## src/rtl/seg7_pkg.sv

```systemverilog
// ---------------------------------------------------------------------------
// seg7_pkg : segment bit indices, digit patterns and scan-capture FSM states
// Rev 1.0  : initial release
// ---------------------------------------------------------------------------
`default_nettype none

package seg7_pkg;

  localparam int SEG_A = 6;
  localparam int SEG_B = 5;
  localparam int SEG_C = 4;
  localparam int SEG_D = 3;
  localparam int SEG_E = 2;
  localparam int SEG_F = 1;
  localparam int SEG_G = 0;

  localparam logic [6:0] SEG_0     = 7'h7E;
  localparam logic [6:0] SEG_1     = 7'h30;
  localparam logic [6:0] SEG_2     = 7'h6D;
  localparam logic [6:0] SEG_3     = 7'h79;
  localparam logic [6:0] SEG_4     = 7'h33;
  localparam logic [6:0] SEG_5     = 7'h5B;
  localparam logic [6:0] SEG_6     = 7'h5F;
  localparam logic [6:0] SEG_7     = 7'h70;
  localparam logic [6:0] SEG_8     = 7'h7F;
  localparam logic [6:0] SEG_9     = 7'h7B;
  localparam logic [6:0] SEG_BLANK = 7'h00;

  localparam logic [3:0] DIGIT_INVALID = 4'hF;

  typedef enum logic [1:0] {
    ST_BLANK   = 2'd0,
    ST_SETTLE  = 2'd1,
    ST_HELD    = 2'd2,
    ST_PUBLISH = 2'd3
  } scan_state_e;

endpackage

`default_nettype wire

```

## src/rtl/seg7_pattern_decode.sv

```systemverilog
// ---------------------------------------------------------------------------
// seg7_pattern_decode : exact-match 7-segment pattern to BCD digit decoder
// Rev 1.0  : initial release
// ---------------------------------------------------------------------------
`default_nettype none

module seg7_pattern_decode
  import seg7_pkg::*;
(
  input  logic [6:0] seg_i,
  output logic       valid_o,
  output logic [3:0] digit_o
);

  always_comb begin
    valid_o = 1'b1;
    digit_o = DIGIT_INVALID;
    case (seg_i)
      SEG_0:   digit_o = 4'd0;
      SEG_1:   digit_o = 4'd1;
      SEG_2:   digit_o = 4'd2;
      SEG_3:   digit_o = 4'd3;
      SEG_4:   digit_o = 4'd4;
      SEG_5:   digit_o = 4'd5;
      SEG_6:   digit_o = 4'd6;
      SEG_7:   digit_o = 4'd7;
      SEG_8:   digit_o = 4'd8;
      SEG_9:   digit_o = 4'd9;
      default: valid_o = 1'b0;
    endcase
  end

endmodule

`default_nettype wire

```

## src/rtl/seg7_scan_capture.sv

```systemverilog
// ---------------------------------------------------------------------------
// seg7_scan_capture : recovers a 4-digit BCD value from a multiplexed
//                     7-segment bus, one VALID pulse per completed scan frame
// Rev 1.0  : initial release
// ---------------------------------------------------------------------------
`default_nettype none

module seg7_scan_capture
  import seg7_pkg::*;
#(
  parameter int STABLE_CYC = 4,
  parameter int TIMEOUT    = 65535
) (
  input  logic        clk_i,
  input  logic        rst_i,
  input  logic [6:0]  seg_i,
  input  logic [3:0]  an_i,
  output logic [15:0] bcd_out_o,
  output logic        valid_o,
  output logic        err_o,
  output logic        stale_o
);

  localparam int CNT_W = (STABLE_CYC < 2) ? 1 : $clog2(STABLE_CYC);
  localparam int TMO_W = $clog2(TIMEOUT + 1);
  localparam logic [CNT_W-1:0] CNT_LAST = CNT_W'(STABLE_CYC - 1);
  localparam logic [TMO_W-1:0] TMO_MAX  = TMO_W'(TIMEOUT);

  logic [6:0]       seg_q, seg_prev_q;
  logic [3:0]       an_q, an_prev_q;
  logic [CNT_W-1:0] cnt_q, cnt_d;
  scan_state_e      state_q, state_d;
  logic [3:0][3:0]  digit_q;
  logic [3:0]       seen_q, seen_d;
  logic             ferr_q, ferr_d;
  logic [15:0]      bcd_q;
  logic             err_q;
  logic [TMO_W-1:0] tmo_q, tmo_d;
  logic             stale_q;

  logic             sel_ok;
  logic [1:0]       sel_idx;
  logic             changed;
  logic             capture;
  logic             publish;
  logic             dec_valid;
  logic [3:0]       dec_digit;

  seg7_pattern_decode u_decode (
    .seg_i   (seg_q),
    .valid_o (dec_valid),
    .digit_o (dec_digit)
  );

  always_comb begin
    sel_ok  = 1'b1;
    sel_idx = 2'd0;
    case (an_q)
      4'b1110: sel_idx = 2'd0;
      4'b1101: sel_idx = 2'd1;
      4'b1011: sel_idx = 2'd2;
      4'b0111: sel_idx = 2'd3;
      default: sel_ok  = 1'b0;
    endcase

    changed = ({seg_q, an_q} != {seg_prev_q, an_prev_q});

    if (!sel_ok || changed) begin
      cnt_d = '0;
    end else if (cnt_q == CNT_LAST) begin
      cnt_d = cnt_q;
    end else begin
      cnt_d = cnt_q + CNT_W'(1);
    end

    // The counter saturates at CNT_LAST, so "reaching" it means arriving there
    // from below or from a fresh sample; a saturated dwell never recaptures.
    capture = sel_ok && (cnt_d == CNT_LAST) && (changed || (cnt_q != CNT_LAST));
    publish = (seen_q == 4'hF);

    seen_d = publish ? 4'h0 : seen_q;
    if (capture) begin
      seen_d[sel_idx] = 1'b1;
    end

    ferr_d = publish ? 1'b0 : ferr_q;
    if (capture && !dec_valid) begin
      ferr_d = 1'b1;
    end

    if (publish) begin
      tmo_d = '0;
    end else if (tmo_q == TMO_MAX) begin
      tmo_d = tmo_q;
    end else begin
      tmo_d = tmo_q + TMO_W'(1);
    end

    if (publish) begin
      state_d = ST_PUBLISH;
    end else if (!sel_ok) begin
      state_d = ST_BLANK;
    end else if (cnt_d == CNT_LAST) begin
      state_d = ST_HELD;
    end else begin
      state_d = ST_SETTLE;
    end
  end

  always_ff @(posedge clk_i or posedge rst_i) begin
    if (rst_i) begin
      seg_q      <= '0;
      an_q       <= 4'hF;
      seg_prev_q <= '0;
      an_prev_q  <= 4'hF;
      cnt_q      <= '0;
      state_q    <= ST_BLANK;
      digit_q    <= '0;
      seen_q     <= 4'h0;
      ferr_q     <= 1'b0;
      bcd_q      <= 16'h0000;
      err_q      <= 1'b0;
      tmo_q      <= '0;
      stale_q    <= 1'b0;
    end else begin
      seg_q      <= seg_i;
      an_q       <= an_i;
      seg_prev_q <= seg_q;
      an_prev_q  <= an_q;
      cnt_q      <= cnt_d;
      state_q    <= state_d;
      seen_q     <= seen_d;
      ferr_q     <= ferr_d;
      tmo_q      <= tmo_d;
      stale_q    <= (tmo_d == TMO_MAX);
      if (capture) begin
        digit_q[sel_idx] <= dec_digit;
      end
      if (publish) begin
        bcd_q <= digit_q;
        err_q <= ferr_q;
      end
    end
  end

  assign bcd_out_o = bcd_q;
  assign valid_o   = (state_q == ST_PUBLISH);
  assign err_o     = err_q;
  assign stale_o   = stale_q;

endmodule

`default_nettype wire
```

## config.mk

```make
export PLATFORM = sky130hd
export DESIGN_NAME = seg7_scan_capture
export DESIGN_NICKNAME = d
export VERILOG_FILES = /design/src/rtl/seg7_pkg.sv /design/src/rtl/seg7_pattern_decode.sv /design/src/rtl/seg7_scan_capture.sv
export SDC_FILE = /design/constraint.sdc
export NUM_CORES = 1
export LEC_CHECK = 0
export CORE_MARGIN = 5
export CORE_UTILIZATION = 26
export DETAILED_ROUTE_END_ITERATION = 7
export GPL_TIMING_DRIVEN = 0
export PLACE_DENSITY = 0.51
export SYNTH_ARGS = -nofsm -noshare
export SYNTH_HDL_FRONTEND = slang
export SYNTH_SLANG_ARGS = --single-unit
```

## constraint.sdc

```tcl
create_clock -name clk_i -period 3.3 [get_ports clk_i]
set_clock_uncertainty 0.05 [all_clocks]
set_input_delay 0.33 -clock clk_i [delete_from_list [all_inputs] [get_ports clk_i]]
set_output_delay 0.33 -clock clk_i [all_outputs]
set_load 0.02 [all_outputs]
```

==> impl_results.md, run 1 <==
- Initial Utilization: 26.5%
- Critical path cell sequence: ha_1 -> nand4_1 -> or4_4 -> buf_6 -> o21ai_2 -> or4b_1 -> nor3_1 -> and3_1
- Fmax: 368 MHz
- Combinational power share: 3.9%
- Port Buffers: 31
- Avg WL per Cell: 13.1 µm
- Max Slew Vio Count: 0
- DP HPWL: 5130 µm
- Mapped Nets: 336
- CP delay by family, top: simple AND/OR/NAND/NOR gates
- R2r worst-path depth: 8
- Total GRT Usage: 9.67%
- Crit start category: flop
- Syn-to-layout area delta: 24.6%
- Synth warn: 0
- Vias in the first global route: 2560
- Path type of the worst min-delay path: in2async
- Critical path data arrival time: 2.94 ns
- CP Class: reg2reg
- Number of top-level pins: 32
- Syn Inst Count: 322
- Die area: 15900 µm²
- DRT iter0 DRCs: 177
- Pwr dens: 480 nW/µm²
- Asr flop ratio synth: 100%
- Flop pwr share: 48.7%
- First-pass GRT wire length: 12400 µm
- Maximum VDD drop: 356 µV
- Synth cell types: 52
- Psw: 0.000422 W
- Die width: 126 µm
- Clock power share: 47.4%
- Final period util: 82.5%
- Critical path data required time: 3.52 ns
- ANT cells: 0
- CTS tree: built
- Synth area leaders: dfrtp_1 (52%), nand2_1 (7.4%), dfstp_2 (6.0%), mux2_2 (4.5%), xnor2_1 (3.7%)
- R2r setup slk: 0.58 ns
- Switching share of power: 20.1%
- Share of cells above drive strength 1: 13.2%
- Fin cells: 546
- Most frequent cells after synthesis: dfrtp_1 (73), nand2_1 (69), nor2_1 (15), xnor2_1 (15), mux2_2 (14)
- Post-Syn Area: 3510 µm²
- Number of synthesized flops with an enable pin: 0
- Final setup violation count: 0
- Drt drc: 0
- Placer's final routability congestion estimate: 0.840
- CTS clk-pin slew, worst paths: 0.06 ns
- Post-Place Cells: 530
- Worst reg2reg path startpoint: tmo_q[0]
- Share of the synthesized area in the top cell type: 52.0%
- Actual slew at the worst max-slew pin: 1.00 ns
- Hold slack: 0.205 ns
- Grt ovf: 0
- Max Cap Viol: 0
- Post-cts sizing count: 0
- Leak: 1.95 nW
- Largest net degree at the start of global routing: 73
- Worst skew pair latency: 0.33 ns
- Post-CTS Setup Bufs: 0
- Core ar.: 13200 µm²
- Placement Rows: 42
- Final Routed Wirelength: 7160 µm
- Die height: 126 µm
- Vias per cell: 4.54
- Final hold violation count: 0
- Seq cells post-synth: 81
- RR Endpoint: stale_o
- Clock Tree Root: clkbuf_16
- Cts hold-fix bufs: 0
- Synth Area per Inst: 10.9 µm²
- CP bufs+invs: 1
- DRT Pass-1 Iters: 6
- CP Max Fanout: 9
- Synth area leader: dfrtp_1
- Worst Setup End Kind: flop
- Most frequent cell after synthesis: dfrtp_1
- Vias: 2478
- Crit-path slowest cell: or4_4
- Post-synthesis sequential area ratio: 58.0%
- RSZ-0062 raised after global routing: false
- Initial antenna violation count: 0
- CTS H-tree depth: 3
- # clock sinks: 81
- Core Util, Final: 33.0%
- Outcome: finished clean
- Final Critical Period: 2.72 ns
- Clock buffer count from CTS: 9
- Slew headroom: 32.3%
- Clk buf depth: 2
- Worst stage delay on the critical path: 0.55 ns
- Internal power: 0.00168 W
- Ys flop type: dfrtp_1
- Antenna-violating nets left: 0
- # nets final: 379
[layer usage]
layer	wire, µm	up-vias	GRT usage (%)	part of all wire (%)
li1	-	1200	-	-
met1	3130	1230	11.5	44
met2	3650	38	16.4	51
met3	273	10	3.18	3.8
met4	98	0	3.60	1.4
met5	0	-	0	0
[registers in the layout (all words and copies together) (netlist names), 2 cells and up]
signal      count
seen_q          4
state_q         2
seg_prev_q      7
an_prev_q       4
an_q            4
digit_q        16
tmo_q          16
bcd_out_o      16
seg_q           7
cnt_q           2
[through the flow]
step / total power, W / setup TNS (ns) / instance area, µm² / setup slack (ns)
floorplan: 0.00109 / 0 / 3510 / 0.853
global placement: 0.00112 / -31.30 / 4040 / -0.435
detailed placement: 0.00112 / 0 / 4070 / 0.604
CTS: 0.00214 / 0 / 4380 / 0.585
global route: 0.00219 / 0 / 4380 / 0.363
finish: 0.00210 / 0 / 4380 / 0.579
[worst max path at each step]
stage | from | endpoint | slack [ns] | cells after the start
after floorplan | rst_i | bcd_out_o[0] | 0.85 | 1
after global placement | rst_i | seg_prev_q[2] | -0.43 | 2
after detailed placement | tmo_q[0] | stale_o | 0.60 | 8
after CTS | tmo_q[0] | stale_o | 0.59 | 8
after global routing | an_q[0] | digit_q[10] | 0.36 | 8
final | tmo_q[0] | stale_o | 0.58 | 8
[cell type report]
class                   count  area (µm²)
repair buffers             32         338
clock inverters             2        38.8
well taps                 176         220
plain buffers              17        75.1
clock buffers              14         264
flip-flops and latches     81        2040
fillers                  1384        8870
inverters                   5        21.3
multi-input cells         219        1380
[layout by cell type, fill, tap and decap left out, types with 3 or more instances in the layout]
cell type	n
dfstp_2	8
nor2_1	15
nand2b_1	4
clkbuf_1	15
dfrtp_1	73
xnor2_1	15
o21ai_0	6
xor2_1	6
and3_1	3
clkdlybuf4s50_1	31
o211ai_1	3
mux2i_1	3
nor3_1	6
clkbuf_16	9
nand3_1	12
buf_2	3
and4_1	5
mux2_2	14
nand2_1	69
nand4_1	8
a21oi_1	9
inv_1	4
a21o_1	3
[worst reg2reg max path: cells and delay by family, from the launching register on]
family | cells | cell delay (ns)
AND/OR/NAND/NOR | 5 | 1.57
flip-flops | 1 | 0.51
adder cells (fa/ha/maj) | 1 | 0.31
AO/OA/AOI/OAI | 1 | 0.05
buffers and inverters | 1 | 0.16
[kinds of logic (layout without fill, tap and decap cells)]
group	Yosys count	in the layout	synth area share (%)
compound gates	40	40	8.23
xor+xnor	21	21	5.24
fa+ha+maj	1	1	0.356
buf+inv	22	70	2.67
flops	81	81	58.0
mux	19	19	5.98
simple gates	138	138	19.5
[power by group through the flow]
stage                     Sequential [W]  Combinational, W  Clock (W)
after floorplan                  0.00104         0.0000511          0
after global placement           0.00104         0.0000777          0
after detailed placement         0.00104         0.0000839          0
after CTS                        0.00102         0.0000845    0.00103
after global routing             0.00102         0.0000924    0.00107
final                            0.00102         0.0000813   0.000994
(Power assumes the default switching activity.)
==> run 2: changes to the inputs <==
==> constraint.sdc (replaced) <==
create_clock -name clk_i -period 2.65 [get_ports clk_i]
set_clock_uncertainty 0.05 [all_clocks]
set_input_delay 0.265 -clock clk_i [delete_from_list [all_inputs] [get_ports clk_i]]
set_output_delay 0.265 -clock clk_i [all_outputs]
set_load 0.02 [all_outputs]
==> impl_results.md, run 2 (synthesized netlist as in run 1, its figures left out) <==
- Outcome: finished clean
- Total GRT Usage: 9.67% (unchanged)
- Combinational power share: 3.8% (about the same)
- Vias: 2491 (+0.52%)
- Vias in the first global route: 2545 (-0.59%)
- Clock power share: 47.4% (about the same)
- Final hold violation count: 0 (unchanged)
- Clk buf depth: 2 (unchanged)
- DRT iter0 DRCs: 173 (-2.3%)
- # nets final: 381 (+0.53%)
- Switching share of power: 20.2% (+0.069 points)
- Antenna-violating nets left: 0 (unchanged)
- Crit start category: flop
- Avg WL per Cell: 13.2 µm (+0.32%)
- DP HPWL: 5130 µm (unchanged)
- Die height: 126 µm (unchanged)
- Worst Setup End Kind: flop
- Final Critical Period: 2.57 ns (-0.152 ns)
- ANT cells: 0 (unchanged)
- CP Class: reg2reg
- Port Buffers: 31 (unchanged)
- Commonest non-fill, non-tap cells in the layout: dfrtp_1 (72), nand2_1 (69), clkdlybuf4s50_1 (31), nor2_1 (15), xnor2_1 (15)
- Cts hold-fix bufs: 0 (unchanged)
- Core Util, Final: 33.4% (+0.40 points)
- Die width: 126 µm (unchanged)
- Slew headroom: 39.6% (+7.3 points)
- First-pass GRT wire length: 12300 µm (-0.11%)
- Vias per cell: 4.55 (+0.16%)
- Critical path data arrival time: 2.79 ns (-0.15 ns)
- Grt ovf: 0 (unchanged)
- Flop pwr share: 48.8% (about the same)
- CTS tree: built
- # clock sinks: 81 (unchanged)
- Fmax: 389 MHz (+5.9%)
- Final setup violation count: 0 (unchanged)
- Pwr dens: 591 nW/µm² (+23%)
- Clock buffer count from CTS: 9 (unchanged)
- Syn-to-layout area delta: 26.1%
- CTS H-tree depth: 3 (unchanged)
- Commonest non-fill, non-tap cell in the layout: dfrtp_1
- Final period util: 96.9% (+14 points)
- Core ar.: 13200 µm² (unchanged)
- Placement Rows: 42 (unchanged)
- Internal power: 0.00209 W (+25%)
- DRT Pass-1 Iters: 4 (-2)
- Actual slew at the worst max-slew pin: 0.895 ns (-0.108 ns)
- Max Cap Viol: 0 (unchanged)
- Number of top-level pins: 32 (unchanged)
- Largest net degree at the start of global routing: 73 (unchanged)
- Die area: 15900 µm² (unchanged)
- Critical path data required time: 2.87 ns (-0.65 ns)
- Path type of the worst min-delay path: in2async
- CTS clk-pin slew, worst paths: 0.06 ns (about the same)
- Initial Utilization: 26.5% (unchanged)
- Max Slew Vio Count: 0 (unchanged)
- Worst skew pair latency: 0.34 ns (about the same)
- Design Power: 0.00262 W (+25%)
- Psw: 0.000528 W (+25%)
- Leak: 1.98 nW (+1.1%)
- Final Routed Wirelength: 7210 µm (+0.68%)
- Share of cells above drive strength 1: 15.9% (+2.6 points)
- CP Max Fanout: 9 (unchanged)
- Placer's final routability congestion estimate: 0.840 (unchanged)
- R2r worst-path depth: 8 (unchanged)
- Drt drc: 0 (unchanged)
- R2r setup slk: 0.08 ns (-0.50 ns)
- Clock Tree Root: clkbuf_16
- Initial antenna violation count: 0 (unchanged)
- Maximum VDD drop: 450 µV (+26%)
-- run 2: cell count changes in the layout (fill, tap and decap cells not counted), moves of 2 or more --
cell | previous run | this run
buf_4 | 0 | 4
clkbuf_1 | 15 | 11
buf_2 | 3 | 1
clkbuf_2 | 0 | 2
clkbuf_4 | 0 | 2
-- run 2: layer usage --
metal	up-vias	GRT usage (%)	wire length, µm
li1	1208	-	-
met1	1239	11.5	3160
met2	32	16.3	3680
met3	12	3.18	259
met4	0	3.60	113
met5	-	0	0
-- run 2: per-stage QoR --
stage          setup slack [ns]  instances  setup TNS [ns]  hold slack (ns)  area, µm²
2_1_floorplan             0.205        322               0            0.219       3510
3_3_place_gp              -1.02        529          -76.29            0.306       4040
3_5_place_dp            -0.0457        530          -0.226            0.309       4070
4_1_cts                  0.0270        544               0            0.137       4370
5_1_grt                 -0.0165        548         -0.0523            0.143       4430
6_report                 0.0811        548               0            0.140       4430
-- run 2: critical path, cell delays in order (launching register included) --
cell,delay (ns)
dfrtp_1,0.40
ha_2,0.25
nand4_1,0.17
or4_4,0.55
buf_6,0.16
o21ai_2,0.05
or4b_1,0.44
nor3_1,0.24
and3_1,0.18
-- run 2: timing repair --
action	4_1_cts	5_1_grt
resized for setup	1	11
endpoints found under the setup margin	9	15
setup buffers	0	4
pin swaps	0	2
-- run 2: power groups by stage --
stage                     Clock (W)  Sequential, W  Combinational [W]
after global placement            0        0.00130          0.0000967
after detailed placement          0        0.00130           0.000105
final                       0.00124        0.00128           0.000100
after floorplan                   0        0.00129          0.0000636
after global routing        0.00133        0.00128           0.000114
after CTS                   0.00128        0.00128           0.000101
-- run 2: layout make-up --
type / count / area [µm²]
plain buffers: 15 / 75.1
clock buffers: 14 / 264
clock inverters: 2 / 38.8
fillers: 1376 / 8810
inverters: 5 / 21.3
multi-input cells: 219 / 1400
flip-flops and latches: 81 / 2040
well taps: 176 / 220
repair buffers: 36 / 368
-- run 2: final timing paths --
check,from,to
setup reg to reg,tmo_q[1],stale_o
hold / removal,rst_i,tmo_q[0]
max in group asynchronous,rst_i,an_q[2]
min in group clk_i,an_i[3],an_q[3]
hold reg to reg,seg_q[1],seg_prev_q[1]
setup / recovery,tmo_q[1],stale_o
